[src/rtl/remap_pkg.sv]
// Shared types for the remap pipeline: rule opcodes, config entry, signature fold.
// Latency: n/a (types and a pure function only).
// Backpressure: n/a.
package remap_pkg;

    // Entry fields are sized for the largest supported input width (256).
    // Narrower instances zero-extend their selects into them.
    localparam int MAX_W     = 256;
    localparam int MAX_SEL_W = 8;

    typedef enum logic [1:0] {
        OP_CONST = 2'b00,
        OP_PASS  = 2'b01,
        OP_AND   = 2'b10,
        OP_XOR   = 2'b11
    } op_t;

    typedef struct packed {
        op_t                  op;
        logic                 inv;
        logic [MAX_SEL_W-1:0] src_a;
        logic [MAX_SEL_W-1:0] src_b;
    } cfg_entry_t;

    // XOR of the low out_w bits of data, split into sig_w-bit chunks from
    // the LSB up; the final chunk is implicitly zero-padded. The result sits
    // in the low sig_w bits, everything above is zero.
    function automatic logic [MAX_W-1:0] fold(input logic [MAX_W-1:0] data,
                                              input int out_w,
                                              input int sig_w);
        logic [MAX_W-1:0] acc;
        acc = '0;
        for (int i = 0; i < MAX_W; i++) begin
            if (i < out_w) begin
                acc[MAX_SEL_W'(i % sig_w)] ^= data[MAX_SEL_W'(i)];
            end
        end
        return acc;
    endfunction

endpackage

[src/rtl/remap_cell.sv]
// Evaluates one output bit from the input word and its config entry.
// Latency: combinational.
// Backpressure: none (pure function of inputs).
// Ports: in_data (input word), entry (rule), result (output bit).
module remap_cell
    import remap_pkg::*;
#(
    parameter int IN_W = 20
) (
    input  logic [IN_W-1:0] in_data,
    input  cfg_entry_t      entry,
    output logic            result
);

    // Zero-padding to the full select range makes any index >= IN_W read 0
    // without an explicit range compare.
    logic [MAX_W-1:0] in_ext;
    logic             a;
    logic             b;

    always_comb begin
        in_ext             = '0;
        in_ext[IN_W-1:0]   = in_data;
        a                  = in_ext[entry.src_a];
        b                  = in_ext[entry.src_b];
        case (entry.op)
            OP_CONST: result = entry.inv;
            OP_PASS:  result = a ^ entry.inv;
            OP_AND:   result = (a & b) ^ entry.inv;
            default:  result = a ^ b ^ entry.inv;
        endcase
    end

endmodule

[src/rtl/remap_pipe.sv]
// Programmable bit remap (CONST/PASS/AND/XOR per output bit) with running signature.
// Latency: 2 registers (S1 input word, S2 evaluated result = out_data).
// Backpressure: valid/ready; holds up to 2 words, out_* stable while stalled.
// Ports: clk/rst (sync, active-high); cfg_we/cfg_addr/cfg_data write one rule,
//        cfg_err sticky bad-address flag; in_valid/in_ready/in_data input stream;
//        out_valid/out_ready/out_data output stream; out_sig signature.
module remap_pipe
    import remap_pkg::*;
#(
    parameter  int IN_W  = 20,
    parameter  int OUT_W = 40,
    parameter  int SIG_W = 16,
    localparam int SEL_W = $clog2(IN_W),
    localparam int ADR_W = (OUT_W > 1) ? $clog2(OUT_W) : 1,
    localparam int CFG_W = 3 + 2 * SEL_W
) (
    input  logic             clk,
    input  logic             rst,
    input  logic             cfg_we,
    input  logic [ADR_W-1:0] cfg_addr,
    input  logic [CFG_W-1:0] cfg_data,
    output logic             cfg_err,
    input  logic             in_valid,
    output logic             in_ready,
    input  logic [IN_W-1:0]  in_data,
    output logic             out_valid,
    input  logic             out_ready,
    output logic [OUT_W-1:0] out_data,
    output logic [SIG_W-1:0] out_sig
);

    logic             s1_valid;
    logic [IN_W-1:0]  s1_data;
    logic             s2_valid;
    logic             s2_adv;
    logic             s1_adv;
    logic             in_acc;
    logic             out_hs;
    logic             addr_ok;
    cfg_entry_t       wr_entry;
    logic [OUT_W-1:0] eval_res;
    logic [MAX_W-1:0] data_ext;
    logic [MAX_W-1:0] fold_full;
    logic [SIG_W-1:0] sig_rot;
    logic             unused_fold;

    assign s2_adv   = !s2_valid | out_ready;
    assign s1_adv   = s2_adv & s1_valid;
    assign in_ready = !rst & (!s1_valid | s2_adv);
    assign in_acc   = in_valid & in_ready;
    assign out_hs   = s2_valid & out_ready;
    assign out_valid = s2_valid;
    assign addr_ok  = (int'(cfg_addr) < OUT_W);

    // cfg_data layout: {op[1:0], inv, srcA, srcB}
    always_comb begin
        wr_entry                   = '0;
        wr_entry.op                = op_t'(cfg_data[CFG_W-1 -: 2]);
        wr_entry.inv               = cfg_data[2*SEL_W];
        wr_entry.src_a[SEL_W-1:0]  = cfg_data[2*SEL_W-1 -: SEL_W];
        wr_entry.src_b[SEL_W-1:0]  = cfg_data[SEL_W-1:0];
    end

    // One table entry and one evaluator per output bit. The entry register
    // updates on the same edge that S2 samples the evaluator, so a word
    // evaluated in the write cycle still sees the old rule.
    for (genvar g = 0; g < OUT_W; g++) begin : g_bit
        localparam cfg_entry_t RST_ENTRY = '{
            op:    OP_PASS,
            inv:   1'b0,
            src_a: MAX_SEL_W'(g % IN_W),
            src_b: '0
        };

        cfg_entry_t entry_q;

        always_ff @(posedge clk) begin
            if (rst) begin
                entry_q <= RST_ENTRY;
            end else if (cfg_we && cfg_addr == ADR_W'(g)) begin
                entry_q <= wr_entry;
            end
        end

        remap_cell #(
            .IN_W (IN_W)
        ) u_cell (
            .in_data (s1_data),
            .entry   (entry_q),
            .result  (eval_res[g])
        );
    end

    // Signature update terms. The shift pair is a rotate-left-by-one that
    // degenerates correctly to identity when SIG_W is 1.
    always_comb begin
        data_ext             = '0;
        data_ext[OUT_W-1:0]  = out_data;
        fold_full            = fold(data_ext, OUT_W, SIG_W);
        sig_rot              = (out_sig << 1) | (out_sig >> (SIG_W - 1));
    end

    assign unused_fold = ^fold_full;

    always_ff @(posedge clk) begin
        if (rst) begin
            s1_valid <= 1'b0;
            s1_data  <= '0;
            s2_valid <= 1'b0;
            out_data <= '0;
            out_sig  <= '0;
            cfg_err  <= 1'b0;
        end else begin
            if (in_acc) begin
                s1_data  <= in_data;
                s1_valid <= 1'b1;
            end else if (s1_adv) begin
                s1_valid <= 1'b0;
            end

            if (s2_adv) begin
                s2_valid <= s1_valid;
            end
            if (s1_adv) begin
                out_data <= eval_res;
            end

            if (out_hs) begin
                out_sig <= sig_rot ^ fold_full[SIG_W-1:0];
            end

            if (cfg_we && !addr_ok) begin
                cfg_err <= 1'b1;
            end
        end
    end

endmodule

[config.mk]
export PLATFORM = sky130hd
export DESIGN_NAME = remap_pipe
export DESIGN_NICKNAME = d
export VERILOG_FILES = /design/src/rtl/remap_pkg.sv /design/src/rtl/remap_cell.sv /design/src/rtl/remap_pipe.sv
export SDC_FILE = /design/constraint.sdc
export NUM_CORES = 2
export LEC_CHECK = 0
export BUFFER_PORTS_ARGS = -buffer_cell sky130_fd_sc_hd__buf_2
export CAP_MARGIN = 20
export CORE_ASPECT_RATIO = 2
export CORE_MARGIN = 4
export CORE_UTILIZATION = 45
export CTS_BUF_LIST = sky130_fd_sc_hd__clkbuf_16
export DETAILED_ROUTE_END_ITERATION = 7
export HOLD_SLACK_MARGIN = 0.15
export SLEW_MARGIN = 10
export SYNTH_ARGS = -nofsm -noshare
export SYNTH_HDL_FRONTEND = slang
export SYNTH_SLANG_ARGS = --single-unit
[constraint.sdc]
create_clock -name clk -period 8.9 [get_ports clk]
set_input_delay 1.78 -clock clk [delete_from_list [all_inputs] [get_ports clk]]
set_output_delay 1.78 -clock clk [all_outputs]
set_load 0.02 [all_outputs]
# --- After elaboration in Yosys (flattened, before gate mapping) ---
# Cells that the tools add are included.
totals:
  output_inout_bits: 59
  input_bits: 44
  word_cells: 887
  register_bits: 599
op_classes:
  n_lt_le_gt_ge: 81
  bitwise_logic: 232
  eq_ne: 119
  n_reduce_logical: 87
  n_mux: 202
op_table:
  columns: ["operator", "count"]
  rows:
  - ["$lt 5x9->1 const B", 80]
  - ["$bmux 1 s5", 80]
  - ["$xor 1x1->1", 184]
  - ["$pmux 1 s3", 40]
  - ["$eq 6x5->1 const B", 16]
  - ["$mux 1", 82]
  - ["$eq 2x1->1 const B", 40]
  - ["$eq 2x2->1 const B", 40]
  - ["$logic_not 2->1", 40]
  - ["$eq 6x4->1 const B", 8]
  - ["$eq 6x6->1 const B", 8]
  - ["$and 1x1->1", 44]
  - ["$logic_and 1x1->1", 41]
  - ["$eq 6x3->1 const B", 4]
  - ["$or 16x1->16", 1]
  - ["$xor 16x16->16", 1]
  - ["$eq 6x2->1 const B", 2]
  - ["$eq 6x1->1 const B", 1]
  - ["$logic_not 6->1", 1]
  - ["$lt 6x6->1 const B", 1]
  - ["$logic_not 1->1", 4]
  - ["$or 1x1->1", 2]
  - ["$reduce_bool 2->1", 1]

# --- Longest topological paths before layout ---
depth:
  word_depth: 6
  depth_mapped: 15
  depth_no_buf: 12

# --- Modules after synthesis ---
# Synthesis repeated with hierarchy kept, for this count alone.
unflattened:
  cells_unflattened: 4485
  hier_area_um2: 42363.1
modules_own_cells:
  columns: ["module", "seq_area_each_um2", "area_each_um2", "cells_each", "n_inst"]
  rows:
  - ["remap_pipe", 11991.5, 23044.6, 2565, 1]
  - ["remap_cell", 0.0, 483.0, 48, 40]

# --- Least setup slack after synthesis ---
# No wires, ideal clock.
synth_timing:
  path_type: "input-to-output"
  start: "input port rst"
  end: "output port in_ready"
  path_stages: 2
  t_arrival_ns: 2.381
  path_slack_ns: 4.739
  required_ns: 7.120
  path_buffers: 1
  cell_sequence: "clkbuf_1 > a21oi_1"
synth_between:
  elab_chain_len: 2
synth_lines:
  columns: ["element", "line", "rtl"]
  rows:
  - ["from (decl)", "remap_pipe.sv:18", "input logic rst,"]
  - ["$logic_not 1->1", "remap_pipe.sv:49", "assign in_ready = !rst & (!s1_valid | s2_adv);"]
  - ["$and 1x1->1", "remap_pipe.sv:49", null]
  - ["to (decl)", "remap_pipe.sv:24", "output logic in_ready,"]
# Every way passes these cells.

# --- Final worst setup path ---
layout_timing:
  start: "register s1_data[3]"
  end: "register out_data[6]"
layout_between:
  elab_chain_len: 5
  elab_cells_between_ends: 10
  cone_classes: "5 x mux; 5 x bitwise"
layout_lines:
  columns: ["element", "line", "rtl"]
  rows:
  - ["from (decl)", "remap_pipe.sv:33", "logic [IN_W-1:0] s1_data;"]
  - ["from (signal assigned)", "remap_pipe.sv:115", "s1_data <= in_data;"]
  - ["$bmux 1 s5 (on tied branches)", "remap_cell.sv:24, remap_cell.sv:25", null]
  - ["$mux 1 (on tied branches)", "remap_cell.sv:24, remap_cell.sv:25", null]
  - ["$xor 1x1->1 or $and 1x1->1 (tied branches)", "remap_cell.sv:30, remap_cell.sv:29", null]
  - ["$xor 1x1->1 (on tied branches)", "remap_cell.sv:30, remap_cell.sv:29", null]
  - ["$pmux 1 s3 (*)", "remap_cell.sv:26", "case (entry.op)"]
  - ["to (signal assigned)", "remap_pipe.sv:125", "out_data <= eval_res;"]
  - ["to (decl)", "remap_pipe.sv:28", "output logic [OUT_W-1:0] out_data,"]
# Mark *: on every way between the ends. The rest lies on a longest branch, timed or not. The select of a mux whose other input is x is not followed.
# A chain may end at the register's enable or synchronous reset.

==> results.py <==
metrics = {
    "power_and_ir_drop": {
        "power_per_cell_area_mw_per_mm2": 145,
        "leakagePower_uw": 0.0157,
        "max-vdd-ir-drop_uv": 140,
        "finalPower_uw": 6490,
    },
    "sta": {
        "worst_slew_pin_slew_ps": 1170,
        "setup_viol": 0,
        "setup_tns_ps": 0,
        "worst_hold_slack_ps": 467,
        "max_clock_freq_mhz": 218,
        "worst_slew_margin_rel": 0.216,
        "final.setup_skew_ps": 21.3,
        "post-route-min-period_ps": 4590,
        "finalHoldViolations": 0,
        "rsz0062_at_grt": "false",
        "slew_viol_final": 0,
        "final.period_utilization": 0.515,
    },
    "run": {
        "maxCapViolCount": 0,
    },
    "global_routing": {
        "grt_antenna_before_repair": 2,
        "grt_util_all_layers": 0.305,
        "grt_pass1_vias": 37300,
        "grt_max_degree": 100,
        "grt-ovfl-total": 0,
        "grt_pass1_wl_um": 235000,
    },
    "logic_synthesis": {
        "synth_async_sr_flop_share": 0,
        "postSynthRegisterBits": 599,
        "post_synth_fa_ha_maj_area_fraction": 0.0472,
        "synthMuxAreaShare": 0.254,
        "postSynthNetCount": 5077,
        "number_of_synthesized_flops_with_an_enable_pin": 0,
        "yosys_most_used_dff": "dfxtp_1",
        "postSynthAreaPerCell_sq_um": 8.69,
        "combined_area_of_all_synthesized_cells_sq_mm": 0.0424,
        "yosysSeqAreaShare": 0.283,
        "yosys-top-cells-area": "dfxtp_1 28%, mux4_2 21%, nand2_1 8.6%",
        "compound_gate_fraction_of_synth_area": 0.157,
        "synthXorXnorAreaFrac": 0.0165,
        "syn_inst": 4873,
        "yosysTopAreaCell": "dfxtp_1",
        "ys_types": 59,
        "main_combinational_cell_family_by_area_after_synthesis": "multiplexers",
        "yosysWarnings": 0,
        "netlist.area_leader.share": 0.283,
        "post_synth_and_or_nand_nor_area_fraction": 0.169,
    },
    "finish": {
        "finish.net_count": 4785,
        "areaGrowthSynthToFinish_pct": 5.80,
        "num-fill-cells": 8889,
        "drive_above_1_share": 0.174,
    },
    "routing": {
        "first_pass_iters": 8,
        "routed_wirelength_um": 157000,
        "viasPerCell": 6.48,
        "routed-via-count": 37800,
        "final_antenna_net_count": 0,
        "first_iter_violations": 3564,
        "drt-wirelength-per-cell_um": 26.9,
        "drc": 0,
    },
    "clock_tree": {
        "clock_tree_from_tritoncts": "done",
        "cts_max_level": 2,
        "clock_sinks": 599,
        "insertion_delay_ps": 680,
        "postCtsSetupBuffers": 0,
        "cts_root_buffer": "clkbuf_16",
        "post_cts_resize_count": 0,
        "clkTransAtPathRegs_ps": 70,
        "number_of_buffers_created_by_cts": 58,
        "postCtsHoldBufs": 0,
        "max-clock-path-buffers": 3,
    },
    "floorplan": {
        "start_util": 0.452,
        "i_o_pin_total": 103,
        "die_area_sq_mm": 0.0994,
        "core-area_sq_mm": 0.0937,
        "die_height_um": 442,
        "die_w_um": 225,
        "floorplan.rows": 159,
    },
    "worst_setup_path": {
        "timing.critical_path.to_type": "flop",
        "crit_chain": "buf_4 -> mux4_2 -> mux2_2 -> o21ai_1 -> o31ai_1 -> ha_1 -> o211a_1 -> a32oi_1 -> o41ai_2 -> xnor2_1 -> o21ai_1",
        "worst_path_largest_cell_delay_ps": 930,
        "cell_with_the_biggest_individual_delay_on_the_critical_path": "buf_4",
        "timing.critical_path.from_type": "flop",
        "timing.critical_path.max_delay_family": "compound AO/OA/AOI/OAI gates",
        "worst-endpoint-required_ps": 9430,
        "crit_type": "reg -> reg",
        "critical_path.most_common_cell": "o21ai_1",
        "crit_fanout": 77,
        "worst-endpoint-arrival_ps": 5120,
        "worstPathBufferInverterCount": 1,
    },
    "min_path": {
        "path_class_of_the_lowest_slack_min_delay_path": "reg -> reg",
    },
    "placement": {
        "detailedPlacementHpwl_um": 87800,
        "finalWeightedCongestion": 0.869,
        "port_buffers": 102,
    },
    "outcome": {
        "outcome": "complete, no violations",
    },
}
==> flip-flops by register name (all words and copies together), names as in the netlist <==
register	cells
s1_valid	1
out_data	40
cfg_err	1
out_valid	1
s1_data	20
out_sig	16
g_bit.entry_q	520
==> area by class of cell <==
class | instances | area [sq um] | share of cell area
Multi-Input combinational cell | 3510 | 27300 | 0.609
Sequential cell | 599 | 12100 | 0.269
Clock buffer | 61 | 1530 | 0.0341
Tap cell | 1207 | 1510 | 0.0337
Timing Repair Buffer | 176 | 1080 | 0.0242
Inverter | 236 | 891 | 0.0199
Clock inverter | 42 | 445 | 0.00994
Antenna cell | 1 | 2.50 | 0.0000558
==> per-layer routing <==
metal,track usage,part of all wire,vias to the layer above
met5,0,0.000083,-
met4,0.195,0.081,2
met3,0.0497,0.089,551
met2,0.513,0.48,1915
met1,0.360,0.35,18600
li1,-,-,16700
==> synth_stat cells (48+ instances only) <==
cell      instances
nand2_1         976
dfxtp_1         599
a21oi_1         431
mux4_2          394
clkbuf_1        337
nor2_1          247
inv_1           235
nand3_1         228
ha_1            160
o211ai_1        131
mux2i_1         126
buf_2           100
o22ai_1          99
nor2b_1          98
nand2b_1         79
buf_1            66
o31ai_1          56
xnor2_1          48
==> kinds of logic after synthesis <==
logic type      Yosys count
compound gates         1032
xor+xnor                 80
fa+ha+maj               160
buf+inv                 764
flops                   599
mux                     568
simple gates           1670
==> stage by stage <==
step           setup slack [ps]   util  instances  area [sq um]
6_report                   4310  0.478       5832         44800
5_1_grt                    4180  0.478       5832         44800
4_1_cts                    4360  0.478       5825         44800
3_5_place_dp               4370  0.457       5722         42800
3_3_place_gp               4350  0.456       5718         42800
2_1_floorplan              4740      -       4873         42400
==> cells in the final DEF (no fill, tap or decap), types with 56 or more instances in the layout <==
cell type	synthesis	final
o22ai_1	99	99
nand2_1	976	976
nand3_1	228	228
nor2_1	247	243
buf_4	9	73
nand2b_1	79	79
nor2b_1	98	98
dfxtp_1	599	579
clkbuf_16	0	61
a21oi_1	431	431
o31ai_1	56	56
mux4_2	394	394
ha_1	160	160
buf_2	100	101
mux2i_1	126	126
inv_1	235	247
o211ai_1	131	131
==> worst reg2reg max path, stage by stage, from the launching register on <==
cell and delay [ps]:
dfxtp_4 740, buf_4 950, mux4_2 470, mux2_2 150, o21ai_1 90, o31ai_1 300
ha_1 320, o211a_1 230, a32oi_1 230, o41ai_2 140, xnor2_1 720, o21ai_1 110
==> worst paths after layout <==
check                                            from                    end  slack (ps)  depth (start not counted)
worst max-delay path                       s1_data[3]            out_data[6]        4310                         11
worst min-delay path            g_bit[21].entry_q[16]  g_bit[21].entry_q[16]         470                          2
worst max register to register             s1_data[3]            out_data[6]        4310                         11
worst min register to register  g_bit[21].entry_q[16]  g_bit[21].entry_q[16]         470                          2
==> report_power, final <==
part           internal (uW)  total (uW)  switching, uW
registers               2700        2850            148
logic                    368         953            585
clock network           1490        2680           1190
(Power assumes the default switching activity.)
